--- src/rtl/raycast_column_scheduler.sv ---
// Per-frame column sequencer: ray launch -> ray done -> height lookup -> clamped buffer write, per column.
// Column period 1 + R + H + 1 cycles; waits saturate at TIMEOUT and write height 0, so a frame always completes.
module raycast_column_scheduler #(
  parameter int NUM_COLS   = 640,
  parameter int MAX_HEIGHT = 480,
  parameter int TIMEOUT    = 1023
) (
  input  logic       clk,
  input  logic       rst,
  input  logic       setup_complete,
  input  logic       frame_req,
  output logic       ray_start,
  output logic [9:0] ray_col,
  input  logic       ray_done,
  output logic       write_new_frame,
  input  logic       height_valid,
  input  logic [9:0] wall_height,
  output logic       col_we,
  output logic [9:0] col_addr,
  output logic [9:0] col_data,
  output logic       frame_busy,
  output logic       frame_done,
  output logic       timeout_err
);

  typedef enum logic [2:0] {
    S_IDLE,
    S_LAUNCH,
    S_WAIT_RAY,
    S_WAIT_HEIGHT,
    S_WRITE,
    S_DONE
  } state_t;

  localparam logic [9:0] LAST_COL  = 10'(NUM_COLS - 1);
  localparam logic [9:0] MAX_H     = 10'(MAX_HEIGHT);
  localparam logic [9:0] WAIT_LAST = 10'(TIMEOUT - 1);

  state_t     state_q, state_d;
  logic       pending_q, pending_d;
  logic [9:0] col_q, col_d;
  logic [9:0] wait_cnt_q, wait_cnt_d;
  logic       ray_start_q, ray_start_d;
  logic       write_new_frame_q, write_new_frame_d;
  logic       col_we_q, col_we_d;
  logic [9:0] col_addr_q, col_addr_d;
  logic [9:0] col_data_q, col_data_d;
  logic       frame_busy_q, frame_busy_d;
  logic       frame_done_q, frame_done_d;
  logic       timeout_err_q, timeout_err_d;

  logic [9:0] clamped_height;
  logic       wait_expired;

  assign clamped_height = (wall_height > MAX_H) ? MAX_H : wall_height;
  // wait_cnt_q counts earlier cycles in this wait state; expiry lands on the TIMEOUT-th cycle.
  assign wait_expired   = (wait_cnt_q >= WAIT_LAST);

  always_comb begin
    state_d           = state_q;
    pending_d         = pending_q | frame_req;
    col_d             = col_q;
    wait_cnt_d        = (wait_cnt_q == 10'h3FF) ? wait_cnt_q : wait_cnt_q + 10'd1;
    ray_start_d       = 1'b0;
    write_new_frame_d = write_new_frame_q;
    col_we_d          = 1'b0;
    col_addr_d        = col_addr_q;
    col_data_d        = col_data_q;
    frame_done_d      = 1'b0;
    timeout_err_d     = timeout_err_q;

    case (state_q)
      S_IDLE: begin
        if (pending_q && setup_complete) begin
          state_d           = S_LAUNCH;
          pending_d         = frame_req;
          col_d             = 10'd0;
          ray_start_d       = 1'b1;
          write_new_frame_d = 1'b1;
        end
      end
      S_LAUNCH: begin
        state_d    = S_WAIT_RAY;
        wait_cnt_d = 10'd0;
      end
      S_WAIT_RAY: begin
        if (ray_done) begin
          state_d    = S_WAIT_HEIGHT;
          wait_cnt_d = 10'd0;
        end else if (wait_expired) begin
          state_d       = S_WRITE;
          timeout_err_d = 1'b1;
          col_we_d      = 1'b1;
          col_addr_d    = col_q;
          col_data_d    = 10'd0;
        end
      end
      S_WAIT_HEIGHT: begin
        if (height_valid || wait_expired) begin
          state_d       = S_WRITE;
          timeout_err_d = timeout_err_q | ~height_valid;
          col_we_d      = 1'b1;
          col_addr_d    = col_q;
          col_data_d    = height_valid ? clamped_height : 10'd0;
        end
      end
      S_WRITE: begin
        if (col_q == LAST_COL) begin
          state_d      = S_DONE;
          frame_done_d = 1'b1;
        end else begin
          state_d     = S_LAUNCH;
          col_d       = col_q + 10'd1;
          ray_start_d = 1'b1;
        end
      end
      S_DONE: begin
        state_d           = S_IDLE;
        write_new_frame_d = 1'b0;
      end
      default: state_d = S_IDLE;
    endcase

    frame_busy_d = (state_d != S_IDLE);
  end

  always_ff @(posedge clk) begin
    if (rst) begin
      state_q           <= S_IDLE;
      pending_q         <= 1'b0;
      col_q             <= 10'd0;
      wait_cnt_q        <= 10'd0;
      ray_start_q       <= 1'b0;
      write_new_frame_q <= 1'b0;
      col_we_q          <= 1'b0;
      col_addr_q        <= 10'd0;
      col_data_q        <= 10'd0;
      frame_busy_q      <= 1'b0;
      frame_done_q      <= 1'b0;
      timeout_err_q     <= 1'b0;
    end else begin
      state_q           <= state_d;
      pending_q         <= pending_d;
      col_q             <= col_d;
      wait_cnt_q        <= wait_cnt_d;
      ray_start_q       <= ray_start_d;
      write_new_frame_q <= write_new_frame_d;
      col_we_q          <= col_we_d;
      col_addr_q        <= col_addr_d;
      col_data_q        <= col_data_d;
      frame_busy_q      <= frame_busy_d;
      frame_done_q      <= frame_done_d;
      timeout_err_q     <= timeout_err_d;
    end
  end

  assign ray_start       = ray_start_q;
  assign ray_col         = col_q;
  assign write_new_frame = write_new_frame_q;
  assign col_we          = col_we_q;
  assign col_addr        = col_addr_q;
  assign col_data        = col_data_q;
  assign frame_busy      = frame_busy_q;
  assign frame_done      = frame_done_q;
  assign timeout_err     = timeout_err_q;

endmodule

--- config.mk ---
export PLATFORM = sky130hd
export DESIGN_NAME = raycast_column_scheduler
export DESIGN_NICKNAME = d
export VERILOG_FILES = /design/src/rtl/raycast_column_scheduler.sv
export SDC_FILE = /design/constraint.sdc
export NUM_CORES = 1
export LEC_CHECK = 0
export ABC_CLOCK_PERIOD_IN_PS = 2100
export CAP_MARGIN = 20
export CORE_MARGIN = 3
export CORE_UTILIZATION = 50
export CTS_CLUSTER_DIAMETER = 80
export DETAILED_ROUTE_END_ITERATION = 7
export GPL_TIMING_DRIVEN = 0
export PLACE_DENSITY = 0.82
export SLEW_MARGIN = 20
export SYNTH_ARGS = -nofsm -noshare
export SYNTH_HDL_FRONTEND = slang
export SYNTH_SLANG_ARGS = --single-unit
--- constraint.sdc ---
create_clock -name clk -period 2.1 [get_ports clk]
set_input_delay 0.525 -clock clk [delete_from_list [all_inputs] [get_ports clk]]
set_output_delay 0.525 -clock clk [all_outputs]
set_load 0.03 [all_outputs]
==> run_results.csv <==
group,metric,value,unit
synthesis,synth_top_cell_by_area,"sky130_fd_sc_hd__dfxtp_1",
setup_path,critPathSlowestCell,"sky130_fd_sc_hd__clkdlybuf4s50_1",
global_route,first_global_vias,1853,
synthesis,synthesis.instances,256,
setup_path,worst_ep_required_time,1.57,ns
timing,slew_headroom,55.5,%
clock_tree,clk_root_buffer_cell,"sky130_fd_sc_hd__clkbuf_8",
setup_path,setup.reg_to_reg.worst_slack,0.23,ns
synthesis,synthesis.area_per_instance,8.93,sq um
setup_path,critical_path.top_delay_family,"buffers and inverters",
clock_tree,cts.reportedPaths.clkPinSlew,0.10,ns
setup_path,critPathMaxFanout,7,
power_and_ir_drop,sequentialPowerShare,55.1,%
timing,portion_of_the_clock_cycle_consumed_by_the_worst_path_in_the_final_layout,96.1,%
synthesis,netlist_area,0.00229,sq mm
die,rows,23,
die,total_core_area,0.00420,sq mm
layout,insertedDiodeCount,0,
global_route,antenna_found_initial,0,
routing,highest-signal-layer,"met4",
layout,drive_gt1_share,10.2,%
placement,placement.setup.worst_slack,-0.206,ns
setup_path,crit_type,"reg2out",
timing,rsz0062_at_grt,"false",
routing,detail_route.first_pass.iterations,4,
power_and_ir_drop,p_int,1.31,mW
timing,skew,0.00729,ns
layout,area.growth.synth_to_final,29.6,%
power_and_ir_drop,power.net_switching,492,uW
routing,routed-wl-met2,2.34,mm
clock_tree,clk_path_buf_depth,2,
synthesis,dominantRegCellSynth,"sky130_fd_sc_hd__dfxtp_1",
global_route,grt_max_degree,18,
layout,fill_cells,363,
routing,detailedRoute.firstIterationViolations,138,
timing,final_period_minus_worst_setup_slack,2.02,ns
power_and_ir_drop,power.share.clock,32.4,%
die,die_y,73.6,um
hold_path,timing.hold.worst.class,"reg2reg",
placement,gpl.final_weighted_congestion,0.894,
routing,routed_wirelength,5.29,mm
clock_tree,tritoncts,"done",
timing,timing.final.max_slew_violations,0,
power_and_ir_drop,p_per_area,607,mW/mm^2
setup_path,crit_path_cell_trace,"clkdlybuf4s50_1",
synthesis,synth_async_sr_flop_share,0,%
layout,final_net_count,332,
setup_path,arrival,1.49,ns
synthesis,synth.yosys.warnings,0,
die,area_of_the_die,0.00542,sq mm
synthesis,ys_seq_area_share,43.8,%
timing,totalNegativeSetupSlack,0,ns
timing,final-hold-violation-count,0,
die,chipWidth,73.6,um
synthesis,ys_types,49,
global_route,grt-ovfl-total,0,
power_and_ir_drop,vdd_drop_max,0.000399,V
setup_path,worst_setup_path_start_kind,"flop",
layout,finalInstanceArea,0.00297,sq mm
global_route,first_pass_grt_wire_length,8.81,mm
routing,drt-vias-per-instance,5.77,
routing,drt_drc_violations_left,0,
clock_tree,clock_tree.htree_level_count,2,
synthesis,ys_top_cells_by_area,"sky130_fd_sc_hd__dfxtp_1 44%, sky130_fd_sc_hd__a21oi_1 5.0%, sky130_fd_sc_hd__nand2_1 4.4%",
synthesis,synth_seq_cells,50,
placement,portBuffers,50,
power_and_ir_drop,power_leakage,1.09,nW
die,initial_utilization,54.4,%
placement,dpl.hpwl,3.85,mm
setup_path,worstSetupEndpointType,"output pin",
status,outcome,"complete, no violations",
run,maxCapViolCount,0,
routing,postRouteAntennaNets,0,
clock_tree,clock_sink_count,50,
routing,route.vias.total,2102,
global_route,groute.usage.overall,20.7,%
placement,placed_cell_area,0.00285,sq mm
timing,finalSetupViolations,0,
clock_tree,clock_latency,0.31,ns
die,i_o_pins,52,
timing,top_achievable_clock_speed,496,MHz
timing,worstMarginPinSlew,0.667,ns
routing,routedWlPerCell,14.5,um
synthesis,synth_top_area_share,43.8,%
setup_path,worstPathBufferInverterCount,1,
power_and_ir_drop,power.switching_fraction,27.3,%
synthesis,synth_nets,275,
routing,wl_met3,297,um
clock_tree,cts_buffers,5,
power_and_ir_drop,comb_power_share,12.6,%
setup_path,critical-path-max-stage-delay,0.72,ns
timing,post-route-worst-setup-slack,0.0823,ns
routing,detail_route.wirelength.met1,2.58,mm
synthesis,synth_edf_count,0,
-- sequential cells by signal, indices dropped and copies added (netlist names) --
signal	flops
timeout_err	1
wait_cnt_q	10
state_q	3
col_addr	10
ray_col	10
write_new_frame	1
frame_done	1
ray_start	1
col_we	1
frame_busy	1
pending_q	1
col_data	10
-- path summary, 6_finish.rpt --
kind | startpoint | end | depth (start not counted)
worst min-delay path | col_data[8] | col_data[8] | 1
worst max-delay path | ray_col[0] | ray_col[0] | 1
worst max register to register | ray_col[0] | ray_col[2] | 6
worst min register to register | col_data[8] | col_data[8] | 1
-- placed cells by master (no fill, tap or decap), types with 3 or more instances in the layout --
cell type and count:
sky130_fd_sc_hd__nand4_1 6, sky130_fd_sc_hd__and4_1 4, sky130_fd_sc_hd__a22o_1 5, sky130_fd_sc_hd__buf_2 3, sky130_fd_sc_hd__xnor2_1 5, sky130_fd_sc_hd__o2111ai_1 5, sky130_fd_sc_hd__a31oi_1 5, sky130_fd_sc_hd__nand2_1 27
sky130_fd_sc_hd__ha_1 3, sky130_fd_sc_hd__nand2b_1 6, sky130_fd_sc_hd__nor2_1 19, sky130_fd_sc_hd__clkbuf_8 5, sky130_fd_sc_hd__o2bb2ai_1 4, sky130_fd_sc_hd__a31o_2 10, sky130_fd_sc_hd__a21oi_1 22, sky130_fd_sc_hd__and2_1 6
sky130_fd_sc_hd__mux2i_1 3, sky130_fd_sc_hd__a21o_1 3, sky130_fd_sc_hd__nor3_1 4, sky130_fd_sc_hd__a211oi_1 4, sky130_fd_sc_hd__clkdlybuf4s50_1 49, sky130_fd_sc_hd__nand3_1 9, sky130_fd_sc_hd__inv_1 7, sky130_fd_sc_hd__clkbuf_1 9
sky130_fd_sc_hd__dfxtp_1 50
-- logic make-up after synthesis --
kind of cell               share of synthesized area [%]
AOI/OAI and AO/OA                                   25.1
xor gates and xnor gates                            2.30
adders and majority gates                           1.64
buffers and inverters                               5.09
DFF                                                 43.8
muxes                                               1.31
and+or+nand+nor                                     20.8
-- power by group through the flow --
stage                     logic (mW)  clock network [mW]  registers [mW]
after floorplan                0.125                   0            1.03
after global placement         0.215                   0            1.01
after detailed placement       0.215                   0            1.01
after CTS                      0.217               0.596           0.991
after global routing           0.249               0.640           0.996
final                          0.226               0.583           0.991
-- cell type report --
class | count | area [sq um] | share of cell area, %
plain buffers | 17 | 88.8 | 3.00
clock inverters | 3 | 23.8 | 0.802
well taps | 50 | 62.6 | 2.11
multi-input cells | 181 | 1190 | 40.0
inverters | 8 | 30.0 | 1.01
flip-flops and latches | 50 | 1000 | 33.8
repair buffers | 50 | 503 | 17.0
clock buffers | 5 | 68.8 | 2.32
-- Yosys cell counts (2+ instances only) --
cell type / count
sky130_fd_sc_hd__a2111o_1: 2
sky130_fd_sc_hd__a2111oi_0: 2
sky130_fd_sc_hd__a211oi_1: 4
sky130_fd_sc_hd__a21o_1: 3
sky130_fd_sc_hd__a21oi_1: 23
sky130_fd_sc_hd__a22o_1: 5
sky130_fd_sc_hd__a311oi_1: 2
sky130_fd_sc_hd__a31o_2: 10
sky130_fd_sc_hd__a31oi_1: 5
sky130_fd_sc_hd__and2_1: 6
sky130_fd_sc_hd__and3_1: 2
sky130_fd_sc_hd__and4_1: 4
sky130_fd_sc_hd__buf_2: 3
sky130_fd_sc_hd__buf_6: 2
sky130_fd_sc_hd__clkbuf_1: 11
sky130_fd_sc_hd__dfxtp_1: 50
sky130_fd_sc_hd__ha_1: 3
sky130_fd_sc_hd__inv_1: 7
sky130_fd_sc_hd__mux2i_1: 3
sky130_fd_sc_hd__nand2_1: 27
sky130_fd_sc_hd__nand2b_1: 6
sky130_fd_sc_hd__nand3_1: 9
sky130_fd_sc_hd__nand3b_1: 2
sky130_fd_sc_hd__nand4_1: 6
sky130_fd_sc_hd__nor2_1: 19
sky130_fd_sc_hd__nor3_1: 4
sky130_fd_sc_hd__nor3b_1: 2
sky130_fd_sc_hd__o2111ai_1: 5
sky130_fd_sc_hd__o2bb2ai_1: 4
sky130_fd_sc_hd__o32a_1: 2
sky130_fd_sc_hd__xnor2_1: 5
-- layer usage --
metal / track usage, % / vias to the layer above
li1: - / 1066
met1: 29.5 / 969
met2: 30.8 / 60
met3: 4.24 / 7
met4: 7.44 / 0
met5: 0 / -
-- through the flow --
stage	hold slack [ns]	total power [mW]	utilization, %	std cells
global placement	0.443	1.23	67.8	356
CTS	0.478	1.80	70.0	364
floorplan	0.476	1.15	-	256
detailed placement	0.446	1.23	67.8	356
global route	0.493	1.88	70.6	364
finish	0.477	1.80	70.6	364
-- what timing repair did --
| item | in CTS | in global routing |
|---|---|---|
| gates resized for setup | 0 | 8 |
| hold buffers | 0 | 0 |
| endpoints found under the setup margin | 0 | 17 |
| setup buffers | 0 | 0 |
Note: power is estimated with default switching activity, not from simulation.
